--- src/rtl/sum_pipe_pkg.sv ---
// -----------------------------------------------------------------------------
// sum_pipe_pkg
//   Shared definitions for the sum_pipe_mon adder-pipeline monitor:
//   data/idx widths, monitor FSM state type and small arithmetic helpers.
// -----------------------------------------------------------------------------
package sum_pipe_pkg;

  localparam int unsigned DATA_W = 4;
  localparam int unsigned IDX_W  = 4;

  localparam logic [IDX_W-1:0] IDX_ONE = {{(IDX_W-1){1'b0}}, 1'b1};

  typedef enum logic [1:0] {
    ST_FILL  = 2'd0,
    ST_TRACK = 2'd1,
    ST_LOST  = 2'd2
  } mon_state_e;

  // Adder reference: carry out is dropped by the result width.
  function automatic logic [DATA_W-1:0] sum_mod(input logic [DATA_W-1:0] a,
                                                input logic [DATA_W-1:0] b);
    return a + b;
  endfunction

  // Next expected sequence tag; 15 -> 0 wraps naturally.
  function automatic logic [IDX_W-1:0] idx_next(input logic [IDX_W-1:0] i);
    return i + IDX_ONE;
  endfunction

endpackage

--- src/rtl/sum_pipe_mon_opnd_hist.sv ---
// -----------------------------------------------------------------------------
// opnd_hist
//   Operand delay line for the monitor. The live inputs form entry 0 and
//   LAT registered stages follow, so the history spans LAT+1 entries; the
//   output is the operand pair captured LAT cycles earlier.
//
// Ports
//   clk      in   rising-edge clock
//   reset_L  in   asynchronous active-low reset, clears every stage
//   dataA    in   operand A presented this cycle
//   dataB    in   operand B presented this cycle
//   dlyA     out  operand A from LAT cycles earlier
//   dlyB     out  operand B from LAT cycles earlier
// -----------------------------------------------------------------------------
module opnd_hist
  import sum_pipe_pkg::*;
#(
  parameter int unsigned LAT = 2
) (
  input  logic              clk,
  input  logic              reset_L,
  input  logic [DATA_W-1:0] dataA,
  input  logic [DATA_W-1:0] dataB,
  output logic [DATA_W-1:0] dlyA,
  output logic [DATA_W-1:0] dlyB
);

  // histX_q[k] holds the operand captured k cycles ago.
  logic [DATA_W-1:0] histA_q [1:LAT];
  logic [DATA_W-1:0] histB_q [1:LAT];

  always_ff @(posedge clk or negedge reset_L) begin
    if (!reset_L) begin
      for (int unsigned k = 1; k <= LAT; k++) begin
        histA_q[k] <= '0;
        histB_q[k] <= '0;
      end
    end else begin
      histA_q[1] <= dataA;
      histB_q[1] <= dataB;
      for (int unsigned k = 2; k <= LAT; k++) begin
        histA_q[k] <= histA_q[k-1];
        histB_q[k] <= histB_q[k-1];
      end
    end
  end

  assign dlyA = histA_q[LAT];
  assign dlyB = histB_q[LAT];

endmodule

--- src/rtl/sum_pipe_mon.sv ---
// -----------------------------------------------------------------------------
// sum_pipe_mon
//   Monitor for a 4-bit pipelined adder with latency LAT. Keeps the operand
//   history, checks the adder result and its sequence tag each cycle, and
//   keeps saturating match/error counters.
//
//   FSM: FILL  - history refilling after reset, no compares
//        TRACK - result and tag checked every cycle
//        LOST  - tag discontinuity seen; waits for two continuous tags
//
// Parameters
//   LAT    adder latency in cycles (1..3)
//   CNT_W  width of the saturating counters
//
// Ports
//   clk         in   rising-edge clock
//   reset_L     in   asynchronous active-low reset
//   dataA/B     in   operands presented to the adder this cycle
//   sum_in      in   adder result this cycle
//   idx_in      in   adder sequence tag this cycle
//   locked      out  high while in TRACK
//   mismatch    out  registered pulse: result differed from expected
//   seq_err     out  registered pulse: tag was not previous+1
//   err_cnt     out  saturating count of mismatch pulses
//   match_cnt   out  saturating count of compared-and-equal cycles
//   sticky_err  out  latched error flag; only built when the macro
//                    SUM_PIPE_MON_STICKY_EN is defined, otherwise tied 0
// -----------------------------------------------------------------------------
module sum_pipe_mon
  import sum_pipe_pkg::*;
#(
  parameter int unsigned LAT   = 2,
  parameter int unsigned CNT_W = 8
) (
  input  logic              clk,
  input  logic              reset_L,
  input  logic [DATA_W-1:0] dataA,
  input  logic [DATA_W-1:0] dataB,
  input  logic [DATA_W-1:0] sum_in,
  input  logic [IDX_W-1:0]  idx_in,
  output logic              locked,
  output logic              mismatch,
  output logic              seq_err,
  output logic [CNT_W-1:0]  err_cnt,
  output logic [CNT_W-1:0]  match_cnt,
  output logic              sticky_err
);

  localparam logic [1:0]       FILL_LAST = 2'(LAT - 1);
  localparam logic [CNT_W-1:0] CNT_MAX   = '1;
  localparam logic [CNT_W-1:0] CNT_ONE   = {{(CNT_W-1){1'b0}}, 1'b1};

  logic [DATA_W-1:0] dlyA;
  logic [DATA_W-1:0] dlyB;
  logic [DATA_W-1:0] exp_sum;

  opnd_hist #(
    .LAT(LAT)
  ) u_hist (
    .clk    (clk),
    .reset_L(reset_L),
    .dataA  (dataA),
    .dataB  (dataB),
    .dlyA   (dlyA),
    .dlyB   (dlyB)
  );

  assign exp_sum = sum_mod(dlyA, dlyB);

  mon_state_e       state_q, state_d;
  logic [1:0]       fill_q, fill_d;
  logic             good_q, good_d;
  logic [IDX_W-1:0] prev_idx_q, prev_idx_d;
  logic             mismatch_q, mismatch_d;
  logic             seq_err_q, seq_err_d;
  logic [CNT_W-1:0] err_cnt_q, err_cnt_d;
  logic [CNT_W-1:0] match_cnt_q, match_cnt_d;

  logic idx_cont;
  logic sum_eq;

  assign idx_cont = (idx_in == idx_next(prev_idx_q));
  assign sum_eq   = (sum_in == exp_sum);

  always_comb begin
    state_d     = state_q;
    fill_d      = fill_q;
    good_d      = good_q;
    prev_idx_d  = prev_idx_q;
    mismatch_d  = 1'b0;
    seq_err_d   = 1'b0;
    err_cnt_d   = err_cnt_q;
    match_cnt_d = match_cnt_q;

    unique case (state_q)
      ST_FILL: begin
        if (fill_q == FILL_LAST) begin
          state_d    = ST_TRACK;
          prev_idx_d = idx_in;
        end else begin
          fill_d = fill_q + 2'd1;
        end
      end

      ST_TRACK: begin
        prev_idx_d = idx_in;
        // A tag break invalidates the pairing of sum_in with history,
        // so it takes priority and suppresses the sum compare.
        if (!idx_cont) begin
          seq_err_d = 1'b1;
          state_d   = ST_LOST;
          good_d    = 1'b0;
        end else if (!sum_eq) begin
          mismatch_d = 1'b1;
          if (err_cnt_q != CNT_MAX) begin
            err_cnt_d = err_cnt_q + CNT_ONE;
          end
        end else begin
          if (match_cnt_q != CNT_MAX) begin
            match_cnt_d = match_cnt_q + CNT_ONE;
          end
        end
      end

      ST_LOST: begin
        prev_idx_d = idx_in;
        // good_q marks one continuous tag already seen; the second relocks.
        if (idx_cont) begin
          if (good_q) begin
            state_d = ST_TRACK;
            good_d  = 1'b0;
          end else begin
            good_d = 1'b1;
          end
        end else begin
          good_d = 1'b0;
        end
      end

      default: begin
        state_d = ST_FILL;
      end
    endcase
  end

  always_ff @(posedge clk or negedge reset_L) begin
    if (!reset_L) begin
      state_q     <= ST_FILL;
      fill_q      <= '0;
      good_q      <= 1'b0;
      prev_idx_q  <= '0;
      mismatch_q  <= 1'b0;
      seq_err_q   <= 1'b0;
      err_cnt_q   <= '0;
      match_cnt_q <= '0;
    end else begin
      state_q     <= state_d;
      fill_q      <= fill_d;
      good_q      <= good_d;
      prev_idx_q  <= prev_idx_d;
      mismatch_q  <= mismatch_d;
      seq_err_q   <= seq_err_d;
      err_cnt_q   <= err_cnt_d;
      match_cnt_q <= match_cnt_d;
    end
  end

  assign locked    = (state_q == ST_TRACK);
  assign mismatch  = mismatch_q;
  assign seq_err   = seq_err_q;
  assign err_cnt   = err_cnt_q;
  assign match_cnt = match_cnt_q;

`ifdef SUM_PIPE_MON_STICKY_EN
  logic sticky_q;

  // Set together with the first error pulse so both become visible at once.
  always_ff @(posedge clk or negedge reset_L) begin
    if (!reset_L) begin
      sticky_q <= 1'b0;
    end else if (mismatch_d || seq_err_d) begin
      sticky_q <= 1'b1;
    end
  end

  assign sticky_err = sticky_q;
`else
  assign sticky_err = 1'b0;
`endif

endmodule

--- config.mk ---
export PLATFORM = sky130hd
export DESIGN_NAME = sum_pipe_mon
export DESIGN_NICKNAME = d
export VERILOG_FILES = /design/src/rtl/sum_pipe_pkg.sv /design/src/rtl/sum_pipe_mon_opnd_hist.sv /design/src/rtl/sum_pipe_mon.sv
export SDC_FILE = /design/constraint.sdc
export NUM_CORES = 1
export LEC_CHECK = 0
export CELL_PAD_IN_SITES_DETAIL_PLACEMENT = 0
export CELL_PAD_IN_SITES_GLOBAL_PLACEMENT = 2
export CORE_MARGIN = 5
export CORE_UTILIZATION = 44
export CTS_CLUSTER_DIAMETER = 200
export DETAILED_ROUTE_END_ITERATION = 8
export DONT_BUFFER_PORTS = 1
export GPL_ROUTABILITY_DRIVEN = 0
export PLACE_DENSITY_LB_ADDON = 0.1
export SYNTH_ARGS = -nofsm -noshare
export SYNTH_HDL_FRONTEND = slang
export SYNTH_SLANG_ARGS = --single-unit
export TNS_END_PERCENT = 100
--- constraint.sdc ---
create_clock -name clk -period 6.28 [get_ports clk]
set_clock_uncertainty 0.1 [all_clocks]
set_input_delay 0.942 -clock clk [delete_from_list [all_inputs] [get_ports clk]]
set_output_delay 0.942 -clock clk [all_outputs]
set_load 0.05 [all_outputs]
==> impl_metrics.json, run 1 <==
{
  "status": "finished clean",
  "critPathKind": "reg -> out",
  "maxCapViolations": 0,
  "area_growth_syn_to_layout_pct": 7.82,
  "port_buffers": 0,
  "final_layout_size_suffix_gt1_frac": 0.148,
  "wirelength_mm": 3.16,
  "ys_types": 37,
  "clockBufferDepth": 2,
  "io-pin-count": 38,
  "place_area_mm2": 0.00196,
  "ys_ff_latch": 43,
  "cts_root_buf": "clkbuf_8",
  "clk_latency_ns": 0.29,
  "tightest_slew_ns": 0.682,
  "p_total_mw": 0.761,
  "cts_setup_buffers": 0,
  "antenna_cells": 0,
  "layout_commonest_cell": "dfrtp_1",
  "arrival_ns": 1.44,
  "std_cell_rows": 24,
  "crit_fanout": 6,
  "die-width_um": 75.8,
  "cts_buffers": 5,
  "clkTransAtPathRegs_ns": 0.09,
  "drt_iter0_markers": 57,
  "initial_core_util": 0.447,
  "path_cells": "inv_1 -> nor2_2",
  "dp_hpwl_mm": 2.39,
  "drc": 0,
  "rsz0062_at_grt": "no",
  "grt_overflow": 0,
  "antenna_found_initial": 0,
  "internal_power_mw": 0.498,
  "grt_pass1_vias": 1151,
  "crit_slowest_cell": "nor2_2",
  "required_ns": 5.24,
  "finalCriticalPeriod_ns": 2.48,
  "first_pass_iters": 4,
  "fin_crit_sh": 0.395,
  "combPwrFrac": 0.256,
  "powerDensity_mw_per_mm2": 371,
  "ys_warn_count": 0,
  "p_leak_nw": 0.922,
  "vias": 1091,
  "final-max-slew-violation-count": 0,
  "start_kind": "flip-flop",
  "cts_tree": "yes",
  "setup_viol": 0,
  "clockPowerShare": 0.238,
  "syn_inst": 149,
  "fin_ws_ns": 3.80,
  "grt_usage": 0.131,
  "ctsHoldBuffers": 0,
  "cts.sink_count": 43,
  "switchingPower_mw": 0.262,
  "final.setup.tns_ns": 0,
  "fin_area_mm2": 0.00205,
  "ant_nets": 0,
  "drt-vias-per-instance": 5.27,
  "n_fill_cell": 393,
  "ys_seq_area_frac": 0.565,
  "coreArea_mm2": 0.00426,
  "avgSynthCellArea_um2": 12.8,
  "nNetsFinal": 180,
  "grt_pass1_wl_mm": 5.55,
  "cts_max_level": 2,
  "post_cts_resized": 0,
  "wire_per_inst_um": 15.3,
  "clock.fmax_mhz": 403,
  "fin_util": 0.482,
  "layout_common_cells": "dfrtp_1 (43), xnor2_1 (13), xor2_1 (11)",
  "ir_drop_mv": 0.181,
  "grt_max_degree": 44,
  "place_ws_ns": 3.71,
  "slew-limit-headroom": 0.545,
  "dieArea_mm2": 0.00574,
  "syn-num-nets": 175,
  "critical_path.max_stage_delay_ns": 0.55,
  "finalHoldViolCount": 0,
  "p_seq_frac": 0.506,
  "synth_area_mm2": 0.00190,
  "die_h_um": 75.8,
  "p_sw_frac": 0.345,
  "endpoint_kind": "output port",
  "hp-class": "in -> async"
}
-- layout make-up --
| cell class | count | area, um2 | area share |
|---|---|---|---|
| Clock buffer | 5 | 68.8 | 0.0335 |
| Clock inverter | 3 | 26.3 | 0.0128 |
| Inverter | 6 | 22.5 | 0.0110 |
| Multi-Input combinational cell | 98 | 795 | 0.387 |
| Sequential cell | 43 | 1080 | 0.524 |
| Tap cell | 52 | 65.1 | 0.0317 |
-- metrics by stage --
step / std cells / hold slack (ns)
after CTS: 207 / 0.219
after floorplan: 149 / 0.231
final: 207 / 0.232
after detailed placement: 199 / 0.236
after global routing: 207 / 0.199
after global placement: 199 / 0.233
-- flip-flops by register name, indices dropped and copies added (netlist names) --
name / count
seq_err: 1
good_q: 1
mismatch: 1
u_hist.histA_q: 4
u_hist.dlyB: 4
u_hist.dlyA: 4
state_q: 2
fill_q: 2
err_cnt: 8
u_hist.histB_q: 4
prev_idx_q: 4
match_cnt: 8
-- power by group through the flow --
stage / clock [mW] / sequential, mW / combinational, mW
after global placement: 0 / 0.387 / 0.186
after detailed placement: 0 / 0.391 / 0.198
after global routing: 0.204 / 0.392 / 0.214
after floorplan: 0 / 0.375 / 0.176
final: 0.181 / 0.385 / 0.195
after CTS: 0.189 / 0.386 / 0.199
-- critical path: cells and delay by family (launching register included) --
family | cells | cell delay [ns]
AND/OR/NAND/NOR | 1 | 0.55
flip-flops | 1 | 0.46
buffers and inverters | 1 | 0.14
-- routing by layer --
| metal | global-route usage | wire (um) | vias to the layer above |
|---|---|---|---|
| li1 | - | - | 520 |
| met1 | 0.163 | 1360 | 532 |
| met2 | 0.201 | 1510 | 34 |
| met3 | 0.0594 | 255 | 5 |
| met4 | 0.0466 | 45 | 0 |
| met5 | 0 | 0 | - |
-- synthesized netlist by cell type (all sizes together) --
master / n / share of area
a21o: 1 / 0.0039
nor4b: 1 / 0.0046
a21oi: 4 / 0.011
buf: 1 / 0.0039
or2: 1 / 0.0033
nand2: 7 / 0.014
nor3b: 1 / 0.0039
o21ai: 1 / 0.0026
mux2i: 3 / 0.016
nor3: 8 / 0.032
fa: 1 / 0.011
mux2: 7 / 0.041
a41oi: 1 / 0.0046
clkbuf: 1 / 0.0020
nand2b: 1 / 0.0033
and2: 2 / 0.0079
nor4: 3 / 0.013
ha: 7 / 0.046
nand4: 2 / 0.0066
a31o: 1 / 0.0046
o22ai: 1 / 0.0033
conb: 1 / 0.0020
nand4b: 1 / 0.012
xor3: 1 / 0.012
xnor2: 13 / 0.060
nand3: 11 / 0.032
nor2: 6 / 0.013
dfrtp: 43 / 0.57
nand3b: 1 / 0.0039
inv: 6 / 0.012
xor2: 11 / 0.051
-- cells by family after synthesis --
| group | after synthesis | share of synthesized area |
|---|---|---|
| AND/OR/NAND/NOR | 45 | 0.149 |
| flip-flops | 43 | 0.565 |
| XOR/XNOR | 25 | 0.123 |
| multiplexers | 10 | 0.0572 |
| AO/OA/AOI/OAI | 9 | 0.0296 |
| adder cells (fa/ha/maj) | 8 | 0.0565 |
| buffers and inverters | 8 | 0.0177 |
| other | 1 | 0.00197 |
-- worst paths after layout --
path | to | start | cells past startpoint | slack (ns)
hold reg to reg | u_hist.dlyA[2] | u_hist.histA_q[6] | 0 | 0.25
min in group clk | u_hist.dlyA[2] | u_hist.histA_q[6] | 0 | 0.25
max in group asynchronous | prev_idx_q[3] | reset_L | 0 | 5.76
hold / removal | err_cnt[7] | reset_L | 0 | 0.23
setup / recovery | locked | state_q[0] | 2 | 3.80
setup reg to reg | err_cnt[6] | state_q[0] | 5 | 3.81
Note: power is estimated with default switching activity, not from simulation.
==> run 2: changes to the inputs <==
CORE_UTILIZATION = 41   (was 44)
clock period = 2.6 ns   (was 6.28 ns; I/O delays follow)
==> run 2 against run 1 <==
  * Total power increased by 150%
  * Flip-flop and latch count unchanged
  * Largest cell class unchanged
  * Setup slack got worse by 3.6 ns
  * Largest power group unchanged
==> impl_metrics.json, run 2 (same netlist as run 1, synthesis figures left out) <==
{
  "cts_root_buf": "clkbuf_8",
  "final.setup.tns_ns": 0,
  "r2r_end": "err_cnt[6]",
  "crit_fanout": 5,
  "fin_ws_ns": 0.199,
  "path_cells": "ha_1 -> inv_1 -> fa_1 -> xor2_1 -> xnor2_1 -> nor3_2 -> and2_4 -> nor4_1 -> mux2_1",
  "fin_util": 0.505,
  "wire_per_inst_um": 13.4,
  "cts_setup_buffers": 0,
  "grt_overflow": 0,
  "die_h_um": 78.2,
  "rrSetupSlack_ns": 0.20,
  "area_growth_syn_to_layout_pct": 17.9,
  "ant_nets": 0,
  "place_ws_ns": 0.212,
  "clockBufferDepth": 2,
  "post_cts_resized": 0,
  "finalCriticalPeriod_ns": 2.40,
  "grt_pass1_wl_mm": 5.42,
  "clock.fmax_mhz": 416,
  "finalHoldViolCount": 0,
  "port_buffers": 0,
  "setup_viol": 0,
  "cts_max_level": 2,
  "maxCapViolations": 0,
  "drt_iter0_markers": 19,
  "met3_length_um": 240,
  "initial_core_util": 0.428,
  "antenna_cells": 0,
  "timing.rr.start": "u_hist.dlyA[0]",
  "start_kind": "flip-flop",
  "critPathKind": "reg -> reg",
  "grt_max_degree": 44,
  "crit_slowest_cell": "fa_1",
  "nNetsFinal": 201,
  "cts_tree": "yes",
  "tightest_slew_ns": 0.581,
  "min_path_cells": 1,
  "layout_commonest_cell": "dfrtp_1",
  "die-width_um": 78.2,
  "ctsHoldBuffers": 3,
  "highest_layer": "met4",
  "arrival_ns": 2.49,
  "cts_buffers": 5,
  "drc": 0,
  "ir_drop_mv": 0.416,
  "min_to": "prev_idx_q[0]",
  "ff2ff_path_depth": 9,
  "std_cell_rows": 24,
  "hp-class": "in -> reg",
  "dp_hpwl_mm": 2.30,
  "clk_latency_ns": 0.30,
  "rsz0062_at_grt": "no",
  "coreArea_mm2": 0.00444,
  "endpoint_kind": "flip-flop",
  "met2_wirelength_mm": 1.48,
  "grt_pass1_vias": 1134,
  "min_from": "idx_in[0]",
  "first_pass_iters": 4,
  "status": "finished clean",
  "final-max-slew-violation-count": 0,
  "slew-limit-headroom": 0.612,
  "wl_met1_mm": 1.31,
  "antenna_found_initial": 0,
  "drt-vias-per-instance": 5.03,
  "critical_path.max_stage_delay_ns": 0.37,
  "fin_crit_sh": 0.924,
  "io-pin-count": 38,
  "powerDensity_mw_per_mm2": 831,
  "grt_usage": 0.113,
  "layout_common_cells": "dfrtp_1 (43), xnor2_1 (13), xor2_1 (11), buf_4 (11), nand3_1 (10)",
  "final_layout_size_suffix_gt1_frac": 0.199,
  "p_leak_nw": 1.03,
  "wirelength_mm": 3.06,
  "required_ns": 2.69,
  "cts.sink_count": 43,
  "vias": 1147,
  "clkTransAtPathRegs_ns": 0.09,
  "dieArea_mm2": 0.00611
}
==> run 2: cell types whose count changed in the layout (fill, tap and decap cells not counted), sizes merged <==
cell | previous run | this run
buf | 0 | 12
clkinv | 1 | 0
dlygate4sd3 | 0 | 9
inv | 8 | 9
==> run 2: worst max path at each step <==
stage	startpoint	to	slack, ns
final	u_hist.dlyA[0]	err_cnt[6]	0.20
after global routing	u_hist.dlyB[0]	err_cnt[6]	0.07
after CTS	u_hist.dlyA[0]	err_cnt[6]	0.20
after detailed placement	u_hist.dlyA[0]	err_cnt[6]	0.21
after global placement	u_hist.dlyA[0]	err_cnt[6]	0.26
after floorplan	u_hist.dlyA[0]	err_cnt[6]	0.33
==> run 2: cell type report <==
| type | count | area (um2) |
|---|---|---|
| timing repair buffer | 21 | 193 |
| clock buffer | 5 | 68.8 |
| clock inverter | 3 | 26.3 |
| fill | 417 | 2200 |
| tap | 52 | 65.1 |
| multi-input combinational | 98 | 795 |
| sequential | 43 | 1080 |
| inverter | 6 | 22.5 |
==> run 2: worst max-delay path, delay by kind of cell, from the launching register on <==
kind	cells	cell delay (ns)
muxes	1	0.35
adders and majority gates	2	0.53
xor gates and xnor gates	2	0.35
and+or+nand+nor	3	0.58
DFF	1	0.34
buffers and inverters	1	0.06
==> run 2: per-stage QoR <==
stage / hold slack (ns) / instance area [um2] / cells / power [mW]
floorplan: -0.00559 / 1900 / 149 / 1.33
global placement: -0.00455 / 2040 / 210 / 1.41
detailed placement: -0.00452 / 2040 / 210 / 1.42
CTS: 0.00137 / 2180 / 221 / 1.89
global route: 0.114 / 2250 / 228 / 2.01
finish: 0.141 / 2250 / 228 / 1.87
==> run 2: report_power, final <==
part / total, mW / internal [mW] / switching (mW)
combinational: 0.527 / 0.261 / 0.266
sequential: 0.894 / 0.771 / 0.123
clock: 0.445 / 0.199 / 0.246
==> run 2: per-layer routing <==
| layer | track usage | vias up |
|---|---|---|
| met5 | 0 | - |
| met4 | 0.0472 | 0 |
| met3 | 0.0526 | 4 |
| met2 | 0.174 | 32 |
| met1 | 0.138 | 552 |
| li1 | - | 559 |
